`src/rtl/gruel_vend_ctrl.sv`:
```
// -----------------------------------------------------------------------------
// gruel_vend_ctrl
//
// Sequencing controller for the gruel vending datapath. Inserted coins are
// accumulated into a saturating shilling credit register. That register drives
// the 4-bit gruel decoder (X3..X0) directly, and the decoder qualifies the
// purchase. The block runs the dispense handshake and then pays any remaining
// credit back as change, one shilling per cycle.
//
// Optional feature macro: GRUEL_VEND_AUDIT_EN
//   When defined, the block adds output o_sales_count[15:0]. The counter
//   increments on each acknowledged dispense and wraps from 0xFFFF to 0.
//   When undefined, the port and the counter do not exist.
//
// Parameters:
//   PRICE       cost of one gruel in shillings (1 <= PRICE <= MAX_CREDIT)
//   MAX_CREDIT  largest credit the register may hold
//   CREDIT_W    width of the credit register and bus
//
// Ports:
//   i_clk            system clock, all state on rising edge
//   i_reset          synchronous, active-high reset
//   i_coin_valid     coin present this cycle
//   i_coin_val       coin code: 01=1, 10=2, 11=4 shillings, 00=invalid
//   i_buy            purchase request, sampled per cycle
//   i_cancel         refund request, sampled per cycle
//   i_dispense_ack   dispenser mechanism has taken the gruel
//   o_credit         current credit (registered), to decoder X3..X0
//   o_gruel_ok       credit >= PRICE (combinational from registered credit)
//   o_dispense       dispense request, held until acked
//   o_change_pulse   one shilling of change returned this cycle
//   o_coin_reject    one-cycle pulse: last coin returned to user
//   o_busy           high in DISPENSE or CHANGE
//   o_sales_count    (GRUEL_VEND_AUDIT_EN only) completed sales, wrapping
// -----------------------------------------------------------------------------
module gruel_vend_ctrl #(
  parameter int PRICE      = 4,
  parameter int MAX_CREDIT = 8,
  parameter int CREDIT_W   = 4
) (
  input  logic                i_clk,
  input  logic                i_reset,
  input  logic                i_coin_valid,
  input  logic [1:0]          i_coin_val,
  input  logic                i_buy,
  input  logic                i_cancel,
  input  logic                i_dispense_ack,
  output logic [CREDIT_W-1:0] o_credit,
  output logic                o_gruel_ok,
  output logic                o_dispense,
  output logic                o_change_pulse,
  output logic                o_coin_reject,
  output logic                o_busy
`ifdef GRUEL_VEND_AUDIT_EN
  ,
  output logic [15:0]         o_sales_count
`endif
);

  typedef enum logic [1:0] {
    S_IDLE     = 2'd0,  // credit == 0
    S_COLLECT  = 2'd1,  // credit > 0
    S_DISPENSE = 2'd2,  // waiting for the dispenser to take the gruel
    S_CHANGE   = 2'd3   // paying credit back one shilling per cycle
  } state_t;

  // The coin sum is formed one bit wider than the register. Overflow is then
  // visible as a large value, and the sum never wraps to a small one.
  localparam logic [CREDIT_W:0]   PRICE_EXT  = (CREDIT_W+1)'(PRICE);
  localparam logic [CREDIT_W:0]   MAX_EXT    = (CREDIT_W+1)'(MAX_CREDIT);
  localparam logic [CREDIT_W-1:0] PRICE_CR   = CREDIT_W'(PRICE);
  localparam logic [CREDIT_W-1:0] CREDIT_ONE = CREDIT_W'(1);

  // Registered state
  state_t              r_state;
  logic [CREDIT_W-1:0] r_credit;
  logic                r_dispense;
  logic                r_change_pulse;
  logic                r_coin_reject;
  logic                r_busy;

  // Next-state values
  state_t              w_next_state;
  logic [CREDIT_W-1:0] w_next_credit;
  logic                w_next_dispense;
  logic                w_next_change_pulse;
  logic                w_next_coin_reject;
  logic                w_next_busy;

  // Decoded inputs
  logic [CREDIT_W:0]   w_coin_value;
  logic [CREDIT_W:0]   w_coin_sum;
  logic                w_credit_zero;
  logic                w_accepting;     // IDLE or COLLECT: inputs are honoured
  logic                w_cancel_take;
  logic                w_buy_take;
  logic                w_coin_take;
  logic                w_sale;

  // Coin code to shilling value. Code 00 decodes to zero, and that zero
  // also marks the coin as invalid.
  always_comb begin
    w_coin_value = '0;
    unique case (i_coin_val)
      2'b01:   w_coin_value = (CREDIT_W+1)'(1);
      2'b10:   w_coin_value = (CREDIT_W+1)'(2);
      2'b11:   w_coin_value = (CREDIT_W+1)'(4);
      default: w_coin_value = '0;
    endcase
  end

  assign w_coin_sum    = {1'b0, r_credit} + w_coin_value;
  assign w_credit_zero = (r_credit == '0);
  assign w_accepting   = (r_state == S_IDLE) || (r_state == S_COLLECT);

  // Priority in IDLE/COLLECT: cancel, then buy, then coin. A cancel with
  // zero credit does nothing, but it still blocks a coin in the same cycle.
  // Such a coin is returned to the user.
  assign w_cancel_take = w_accepting && i_cancel && !w_credit_zero;
  assign w_buy_take    = w_accepting && i_buy && !i_cancel &&
                         ({1'b0, r_credit} >= PRICE_EXT);
  assign w_coin_take   = w_accepting && i_coin_valid && !i_cancel &&
                         !w_buy_take && (i_coin_val != 2'b00) &&
                         (w_coin_sum <= MAX_EXT);

  // A sale is counted at the moment the dispenser acknowledges the gruel.
  assign w_sale = (r_state == S_DISPENSE) && i_dispense_ack;

  // NOTE: every signal driven here gets a default before the case statement.
  // Without the defaults, any path that misses an assignment infers a latch.
  always_comb begin
    w_next_state        = r_state;
    w_next_credit       = r_credit;
    w_next_dispense     = r_dispense;
    w_next_change_pulse = 1'b0;
    // Any coin that is not taken, in any state, goes back to the user.
    w_next_coin_reject  = i_coin_valid && !w_coin_take;

    unique case (r_state)
      S_IDLE, S_COLLECT: begin
        if (w_cancel_take) begin
          w_next_state = S_CHANGE;
        end else if (w_buy_take) begin
          w_next_credit   = r_credit - PRICE_CR;
          w_next_dispense = 1'b1;
          w_next_state    = S_DISPENSE;
        end else if (w_coin_take) begin
          w_next_credit = w_coin_sum[CREDIT_W-1:0];
          w_next_state  = S_COLLECT;
        end
      end

      S_DISPENSE: begin
        // buy and cancel are ignored while the dispenser owns the cycle.
        if (i_dispense_ack) begin
          w_next_dispense = 1'b0;
          w_next_state    = w_credit_zero ? S_IDLE : S_CHANGE;
        end
      end

      S_CHANGE: begin
        // Pulse count equals the credit on entry. The pulse appears in the
        // same cycle as the decremented credit. When the credit has reached
        // zero, the next cycle has no pulse and the state returns to IDLE.
        if (!w_credit_zero) begin
          w_next_change_pulse = 1'b1;
          w_next_credit       = r_credit - CREDIT_ONE;
        end else begin
          w_next_state = S_IDLE;
        end
      end

      default: begin
        w_next_state    = S_IDLE;
        w_next_credit   = '0;
        w_next_dispense = 1'b0;
      end
    endcase

    // busy is registered together with the state, so the two move in step.
    w_next_busy = (w_next_state == S_DISPENSE) || (w_next_state == S_CHANGE);
  end

  // NOTE: sequential state uses non-blocking assignments only. All registers
  // then update together at the edge, whatever the statement order.
  always_ff @(posedge i_clk) begin
    if (i_reset) begin
      r_state        <= S_IDLE;
      r_credit       <= '0;
      r_dispense     <= 1'b0;
      r_change_pulse <= 1'b0;
      r_coin_reject  <= 1'b0;
      r_busy         <= 1'b0;
    end else begin
      r_state        <= w_next_state;
      r_credit       <= w_next_credit;
      r_dispense     <= w_next_dispense;
      r_change_pulse <= w_next_change_pulse;
      r_coin_reject  <= w_next_coin_reject;
      r_busy         <= w_next_busy;
    end
  end

`ifdef GRUEL_VEND_AUDIT_EN
  logic [15:0] r_sales_count;

  // 16-bit counter that wraps from 0xFFFF to 0 by natural overflow.
  always_ff @(posedge i_clk) begin
    if (i_reset) begin
      r_sales_count <= '0;
    end else if (w_sale) begin
      r_sales_count <= r_sales_count + 16'd1;
    end
  end

  assign o_sales_count = r_sales_count;
`else
  // Without the audit counter, w_sale still exists but drives nothing.
  logic w_sale_unused;
  assign w_sale_unused = w_sale;
`endif

  assign o_credit       = r_credit;
  assign o_gruel_ok     = ({1'b0, r_credit} >= PRICE_EXT);
  assign o_dispense     = r_dispense;
  assign o_change_pulse = r_change_pulse;
  assign o_coin_reject  = r_coin_reject;
  assign o_busy         = r_busy;

endmodule

```
`config.mk`:
```
export PLATFORM = sky130hd
export DESIGN_NAME = gruel_vend_ctrl
export DESIGN_NICKNAME = d
export VERILOG_FILES = /design/src/rtl/gruel_vend_ctrl.sv
export SDC_FILE = /design/constraint.sdc
export NUM_CORES = 1
export LEC_CHECK = 0
export ABC_CLOCK_PERIOD_IN_PS = 3000
export BUFFER_PORTS_ARGS = -buffer_cell sky130_fd_sc_hd__buf_2
export CELL_PAD_IN_SITES_DETAIL_PLACEMENT = 1
export CELL_PAD_IN_SITES_GLOBAL_PLACEMENT = 1
export CORE_UTILIZATION = 38
export DETAILED_ROUTE_END_ITERATION = 10
export GPL_TIMING_DRIVEN = 1
export PLACE_DENSITY = 0.77
export RECOVER_POWER = 100
export SYNTH_ARGS = -nofsm -noshare
export SYNTH_HDL_FRONTEND = slang
export SYNTH_SLANG_ARGS = --single-unit
```
`constraint.sdc`:
```
create_clock -name i_clk -period 3 [get_ports i_clk]
set_input_delay 0.15 -clock i_clk [delete_from_list [all_inputs] [get_ports i_clk]]
set_output_delay 0.15 -clock i_clk [all_outputs]
set_load 0.05 [all_outputs]
```
==> run metrics, run 1 <==
WL per Instance=14.4 um; Die Width=46.2 um; Synth cell types=41; synthesized area=741 um2; Worst Hold Class=in -> reg; setup bufs post-CTS=0; ys async rst share=0%; placed cell count=126; Routed Antenna Nets=0; share of post-route cells with drive strength above 1=18.1%; Hold Startpoint=i_coin_valid; Post-DP HPWL=1.51 mm; Multi-input gate area=523 um2; fmax=roughly 0.40 GHz; CP required=3190 ps; Post-synth EDFFs=0; Startpoint Class=flop; first-pass GRT wire length=3.06 mm; Final TNS setup=0 ps; design area=850 um2; Hold Path End=o_coin_reject; Worst Tran Pin Value=612 ps; grt ovf=0; DRC=0; flop and latch count out of synthesis=9; met1 WL=between 800 and 900 um; Synth Warn #=0; maximum vdd drop=between 200 and 300 uV; Final Core Density=47.6%; vias in the first global route=~670; RSZ-0062 raised after global routing=no; fillcell total=between 200 and 250; Syn Inst Count=87; worst r2r src=o_credit[0]; Final Hold Viols=0; Area after DPL=~840 um2; crit path cell chain=ha_1, fa_1, o32a_1, a21oi_1, a211oi_1, a311oi_2; hold path cells=3; layout overhead on the synthesized area=14.7%; register area share after synthesis=24.3%; count of nets after finishing=121; Rows=15; antenna cells=0; r2r endpoint=o_credit[1]; via count=731; r2r setup slk=470 ps; Final Cycle Share=84.2%; initial antenna violation count=0; core area=0.00178 mm2; PwrDens=~540 mW/mm2; Routed WL=approximately 1.9 mm; critical setup path kind=reg -> reg; Port-buffer cells=16; Final Worst Setup Slack=474 ps; min cycle time layout=2530 ps; Hold WS=119 ps; final setup violation count=0; Worst Setup End Kind=flop; initial core utilization=41.5%; Crit-path slowest cell=fa_1; Tot Pwr=0.458 mW; largest net degree at the start of global routing=12; die height=46.2 um; syn_area_per_cell=8.51 um2; Resized Gates After CTS=0; Routed met3 length=59 um; GRT Total Usage=roughly a fifth; root buffer cell=clkbuf_4; worst r2r path cells=6; Most used DFF post-synth=dfxtp_1; post-place setup slack=roughly 620 ps; Leak Pwr=0.350 nW; uppermost routed layer=met4; vias per cell=5.62; Sink Count=9; maximum root-to-sink buffer count=2; total die area=approximately 0.0021 mm2; CTS tree=yes; gp weighted congestion=roughly 0.85; I/O Pins=17; relative slew slack=59.4%; final-report max-slew violation count=0; slowest stage delay, CP=470 ps; DR iter-0 viols=11; WP data arrival=~2700 ps; synthesized net count=102; Fin Clk Skew=slightly above 10 ps; total CTS buffers=3; clk slew on worst S/H paths=80 ps; critical-path maximum fanout=7; DR pass1 iterations=4; outcome=finished clean; Max Cap Viol=0; CTS H-Tree Depth=1; Final Non-Filler Cells=130; hold_buf cts=0; met2 wire length=936 um; Worst-Skew Late Latency=270 ps; Sequential cell area=roughly 180 um2
==> placed cells by master, fill, tap and decap left out, types with 2 or more instances in the layout <==
master and count:
dfxtp_1 9, nor2b_1 4, buf_2 7, ha_1 6, clkbuf_1 9, nand2b_1 2
o221ai_1 2, clkbuf_4 3, inv_1 4, nor3_1 2, a211o_1 2, nand2_1 4
a21oi_1 10, nor2_1 11, o21ai_0 3
==> metal layers <==
layer  track usage [%]  vias up
li1                  -      357
met1              26.1      357
met2              33.2       15
met3              4.71        2
met4              5.29        0
met5                 0        -
==> where the power goes <==
part	internal (mW)	switching (mW)
Sequential	0.132	0.0227
Combinational	0.0709	0.133
Clock	0.0493	0.0494
==> layout make-up <==
class	instances	share of cell area, %
timing repair buffer	16	8.10
clock inverter	1	0.589
sequential	9	21.2
inverter	5	2.21
multi-input combinational	71	61.6
tap	25	3.68
clock buffer	3	2.65
==> logic make-up (layout without fill, tap and decap cells) <==
family	Yosys count	in the layout	share of synthesized area, %
AOI/OAI and AO/OA	30	30	32.6
xor gates and xnor gates	2	2	2.37
adders and majority gates	7	7	12.8
buffers and inverters	7	25	3.71
DFF	9	9	24.3
muxes	2	2	3.38
and+or+nand+nor	30	30	20.8
==> sequential cells by signal, indices dropped and copies added, names as in the netlist <==
name / cells
o_busy: 1
o_coin_reject: 1
o_change_pulse: 1
r_state: 1
o_dispense: 1
o_credit: 4
==> cells in the mapped netlist, drive strengths merged, types with 2 or more instances <==
cell    count  area share (%)
a211o       2             2.4
a211oi      2             2.7
a21oi      10             7.3
dfxtp       9              24
ha          6              10
inv         5             2.5
nand2       4             2.0
nand2b      2             1.7
nor2       11             5.6
nor2b       4             3.4
nor3        2             1.4
o21ai       5             4.4
o221ai      2             2.4
==> worst max-delay path by stage <==
stage / start / endpoint / slack [ps] / depth (start not counted)
CTS: o_credit[0] / o_credit[2] / 600 / 6
finish: o_credit[0] / o_credit[1] / 470 / 6
floorplan: o_credit[0] / o_credit[2] / 400 / 6
detailed placement: o_credit[0] / o_credit[2] / 620 / 7
global placement: i_coin_val[0] / o_credit[2] / 680 / 9
global route: o_credit[0] / o_credit[1] / 380 / 7
==> critical path, delay by kind of cell, from the launching register on <==
family                   cells  cell delay, ps
adder cells (fa/ha/maj)      2             720
flip-flops                   1             460
AO/OA/AOI/OAI                4            1270
(Power assumes the default switching activity.)
==> run 2: changes to the inputs <==
ABC_CLOCK_PERIOD_IN_PS = 2600   (was 3000)
clock period = 2.6 ns   (was 3 ns; I/O delays follow)
==> run metrics, run 2 (same netlist as run 1, synthesis figures left out) <==
outcome=finished clean (unchanged); worst setup path startpoint=o_credit[0] (unchanged); Max Cap Viol=0 (unchanged); count of nets after finishing=121 (unchanged); CTS tree=yes (unchanged); Final TNS setup=0 ps (unchanged); core area=0.00178 mm2 (unchanged); first-pass GRT wire length=2.99 mm (was 3.06 mm); Die Width=46.2 um (unchanged); largest net degree at the start of global routing=12 (unchanged); commonest non-fill, non-tap cell in the layout=nor2_1 (unchanged); final-report max-slew violation count=0 (unchanged); hold_buf cts=0 (unchanged); min cycle time layout=2390 ps (was 2530 ps); sequential power share=33.9% (about the same); Logic pwr share=45.0% (was 44.6%); DRC=0 (unchanged); Startpoint Class=flop (unchanged); initial core utilization=41.5% (unchanged); antenna cells=0 (unchanged); Fin Clk Skew=0.579 ps (was 10.4 ps); via count=710 (was 731); grt ovf=0 (unchanged); setup bufs post-CTS=0 (unchanged); maximum vdd drop=258 uV (was 297 uV); Worst Hold Class=in -> reg (unchanged); Leak Pwr=0.348 nW (was 0.350 nW); Final Hold Viols=0 (unchanged); PwrDens=618 mW/mm2 (was 539 mW/mm2); WL per Instance=13.9 um (was 14.4 um); Sink Count=9 (unchanged); total die area=0.00213 mm2 (unchanged); Port-buffer cells=16 (unchanged); Pint=0.294 mW (was 0.253 mW); Switching Share=44.2% (was 44.8%); maximum root-to-sink buffer count=2 (unchanged); WP data arrival=2540 ps (was 2720 ps); Final Core Density=47.8% (was 47.6%); Post-DP HPWL=1.46 mm (was 1.51 mm); vias in the first global route=698 (was 667); Worst Tran Pin Value=608 ps (was 612 ps); fmax=0.418 GHz (was 0.396 GHz); commonest non-fill, non-tap cells in the layout=11 x nor2_1, 10 x clkbuf_1, 9 x a21oi_1, 9 x dfxtp_1, 7 x buf_2 (was 11 x nor2_1, 10 x a21oi_1, 9 x dfxtp_1, 9 x clkbuf_1, 7 x buf_2); root buffer cell=clkbuf_4 (unchanged); vias per cell=5.46 (was 5.62); CP required=2750 ps (was 3190 ps); Final Cycle Share=92.0% (was 84.2%); DR iter-0 viols=6 (was 11); design area=852 um2 (was 850 um2); Area after DPL=845 um2 (was 843 um2); share of post-route cells with drive strength above 1=18.1% (unchanged); GRT Total Usage=20.1% (was 20.2%); DR pass1 iterations=3 (was 4); critical setup path kind=reg -> reg (unchanged); Hold Startpoint=i_coin_valid (unchanged); I/O Pins=17 (unchanged); Worst-Skew Late Latency=260 ps (was 270 ps); RSZ-0062 raised after global routing=no (unchanged); Worst Setup End Kind=flop (unchanged); Sw Pwr=0.233 mW (was 0.205 mW); Rows=15 (unchanged); Resized Gates After CTS=0 (unchanged); total CTS buffers=3 (unchanged); layout overhead on the synthesized area=15.0% (was 14.7%); max reg flops=4 (unchanged); initial antenna violation count=0 (unchanged); final setup violation count=0 (unchanged); clk slew on worst S/H paths=60 ps (was 80 ps); relative slew slack=59.7% (was 59.4%); CTS H-Tree Depth=1 (unchanged); Clk network pwr share=21.0% (was 21.6%); die height=46.2 um (unchanged); critical-path maximum fanout=7 (unchanged); Routed Antenna Nets=0 (unchanged); gp weighted congestion=0.803 (was 0.847); worst r2r src=o_credit[0] (unchanged); Routed WL=1.81 mm (was 1.87 mm)
[run 2: layout make-up]
cell class              instances  area (um2)
fillers                       231         931
multi-input cells              71         527
flip-flops and latches          9         180
repair buffers                 16        68.8
well taps                      25        31.3
clock buffers                   4        26.3
inverters                       5        18.8
[run 2: path summary, 6_finish.rpt]
path,depth (start not counted),to,slack (ps)
hold reg to reg,2,o_dispense,510
setup reg to reg,7,o_credit[2],210
setup / recovery,7,o_credit[2],210
hold / removal,3,o_coin_reject,120
[run 2: critical path: stages (launching register included)]
cell and delay [ps]:
dfxtp_1 370, ha_1 260, fa_1 410, xor2_1 190, o32a_1 330, a211o_1 310, o21ai_2 80, mux2_1 330
[run 2: power by group through the flow]
stage                     combinational (mW)  clock (mW)  sequential [mW]
after floorplan                        0.162           0            0.210
after CTS                              0.247       0.115            0.179
final                                  0.237       0.111            0.179
after global routing                   0.259       0.124            0.183
after global placement                 0.242           0            0.181
after detailed placement               0.245           0            0.182
[run 2: routing by layer]
layer / track usage, % / vias to the layer above / share of wire [%]
li1: - / 354 / -
met1: 24.4 / 342 / 47
met2: 31.8 / 10 / 48
met3: 7.45 / 4 / 3.2
met4: 7.65 / 0 / 1.7
met5: 0 / - / 0
[run 2: through the flow]
stage / power (mW) / setup slack (ps) / std cells / hold WS (ps)
after floorplan: 0.372 / 194 / 87 / 260
after global placement: 0.423 / 303 / 126 / 376
after detailed placement: 0.427 / 262 / 126 / 391
after CTS: 0.541 / 270 / 130 / 114
after global routing: 0.566 / 98.1 / 130 / 134
final: 0.526 / 208 / 130 / 116
==> run 3: changes to the inputs <==
ABC_CLOCK_PERIOD_IN_PS = 2500   (was 2600)
PLACE_DENSITY = 0.85   (was 0.77)
clock period = 2.5 ns   (was 2.6 ns; I/O delays follow)
==> run metrics, run 3 (same netlist as run 1, synthesis figures left out) <==
Startpoint Class=flop (unchanged); Hold Path End=o_coin_reject (unchanged); GRT Total Usage=20.1% (about the same); total CTS buffers=3 (unchanged); maximum vdd drop=302 uV (was 258 uV); Sequential cell area=181 um2 (was 180 um2); core area=0.00178 mm2 (unchanged); hold_buf cts=0 (unchanged); CTS tree=yes (unchanged); Tot Pwr=0.553 mW (was 0.526 mW); initial antenna violation count=0 (unchanged); commonest non-fill, non-tap cells in the layout=11 x nor2_1, 10 x clkbuf_1, 9 x a21oi_1 (was 11 x nor2_1, 10 x clkbuf_1, 9 x a21oi_1, 9 x dfxtp_1, 7 x buf_2); r2r endpoint=o_credit[2] (unchanged); outcome=finished clean (unchanged); Worst Setup End Kind=flop (unchanged); Fin Clk Skew=7.74 ps (was 0.579 ps); antenna cells=0 (unchanged); setup bufs post-CTS=0 (unchanged); Final Hold Viols=0 (unchanged); RSZ-0062 raised after global routing=no (unchanged); maximum root-to-sink buffer count=2 (unchanged); count of nets after finishing=121 (unchanged); PwrDens=646 mW/mm2 (was 618 mW/mm2); initial core utilization=41.5% (unchanged); Port-buffer cells=16 (unchanged); share of post-route cells with drive strength above 1=20.0% (was 18.1%); Worst Hold Class=in -> reg (unchanged); fmax=0.419 GHz (was 0.418 GHz); Worst-Skew Late Latency=270 ps (was 260 ps); Worst Tran Pin Value=605 ps (was 608 ps); via count=694 (was 710); DR pass1 iterations=4 (was 3); die height=46.2 um (unchanged); Post-DP HPWL=1.47 mm (was 1.46 mm); I/O Pins=17 (unchanged); worst r2r path cells=7 (unchanged); gp weighted congestion=0.792 (was 0.803); Switching Share=44.4% (was 44.2%); vias per cell=5.34 (was 5.46); Logic pwr share=45.1% (was 45.0%); total die area=0.00213 mm2 (unchanged); Multi-input gate area=531 um2 (was 527 um2); CP required=2660 ps (was 2750 ps); Die Width=46.2 um (unchanged); hold path cells=3 (unchanged); r2r setup slk=110 ps (was 210 ps); critical-path maximum fanout=7 (unchanged); max reg flops=4 (unchanged); Max Cap Viol=0 (unchanged); root buffer cell=clkbuf_4 (unchanged); met2 wire length=860 um (was 873 um); Sw Pwr=0.246 mW (was 0.233 mW); commonest non-fill, non-tap cell in the layout=nor2_1 (unchanged); CTS H-Tree Depth=1 (unchanged); relative slew slack=59.8% (was 59.7%); WL per Instance=14.0 um (was 13.9 um); Sink Count=9 (unchanged); grt ovf=0 (unchanged); Clk network pwr share=21.3% (was 21.0%); min cycle time layout=2390 ps (about the same); Final TNS setup=0 ps (unchanged); critical setup path kind=reg -> reg (unchanged); fillcell total=233 (was 231); clk slew on worst S/H paths=60 ps (about the same); final-report max-slew violation count=0 (unchanged); vias in the first global route=663 (was 698); Routed met3 length=78 um (was 57 um); DRC=0 (unchanged); sequential power share=33.6% (was 33.9%); Leak Pwr=0.349 nW (was 0.348 nW); Hold Startpoint=i_coin_valid (unchanged); uppermost routed layer=met4 (unchanged); worst r2r src=o_credit[0] (unchanged); final setup violation count=0 (unchanged); Final Cycle Share=95.5% (was 92.0%); met1 WL=858 um (was 845 um); first-pass GRT wire length=2.99 mm (about the same); layout overhead on the synthesized area=15.7% (was 15.0%); Routed Antenna Nets=0 (unchanged); Rows=15 (unchanged); DR iter-0 viols=10 (was 6); Resized Gates After CTS=0 (unchanged); Pint=0.308 mW (was 0.294 mW); largest net degree at the start of global routing=12 (unchanged); Routed WL=1.81 mm (about the same); WP data arrival=2550 ps (was 2540 ps)
-- run 3: area by class of cell --
type                            count  share of cell area (%)
Tap cell                           25                    3.65
Timing Repair Buffer               16                    8.03
Clock buffer                        4                    3.07
Multi-Input combinational cell     71                    61.9
Inverter                            5                    2.19
Sequential cell                     9                    21.2
-- run 3: how the worst max path moves through the flow --
stage | start | to | slack (ps) | depth (start not counted)
6_report | o_credit[0] | o_credit[2] | 110 | 7
5_1_grt | o_credit[0] | o_credit[2] | 60 | 7
4_1_cts | o_credit[0] | o_credit[2] | 130 | 7
3_3_place_gp | i_coin_val[0] | o_credit[2] | 220 | 9
2_1_floorplan | o_credit[1] | o_credit[2] | 90 | 5
3_5_place_dp | i_coin_val[0] | o_credit[2] | 120 | 9
-- run 3: critical path: stages, from the launching register on --
cell and delay (ps):
dfxtp_2 350, ha_1 240, fa_1 420, xor2_1 210
o32a_1 340, a211o_1 310, o21ai_2 90, mux2_4 310
-- run 3: per-layer routing --
layer | vias up | global-route usage [%]
met5 | - | 0
met4 | 0 | 5.29
met3 | 4 | 7.06
met2 | 11 | 32.4
met1 | 317 | 25.1
li1 | 362 | -
-- run 3: power groups by stage --
stage | Clock (mW) | Combinational (mW) | Sequential [mW]
2_1_floorplan | 0 | 0.169 | 0.218
3_3_place_gp | 0 | 0.249 | 0.188
3_5_place_dp | 0 | 0.256 | 0.189
4_1_cts | 0.120 | 0.257 | 0.185
5_1_grt | 0.131 | 0.275 | 0.190
6_report | 0.118 | 0.250 | 0.186
-- run 3: stage by stage --
step | hold WS, ps | utilization, % | worst slack, ps | instances | cell area, um2
floorplan | 255 | - | 93.8 | 87 | 742
global placement | 374 | 47.4 | 216 | 126 | 845
detailed placement | 382 | 47.4 | 120 | 126 | 845
CTS | 94.2 | 48.8 | 125 | 130 | 871
global route | 123 | 48.1 | 58.5 | 130 | 857
finish | 89.7 | 48.1 | 112 | 130 | 857
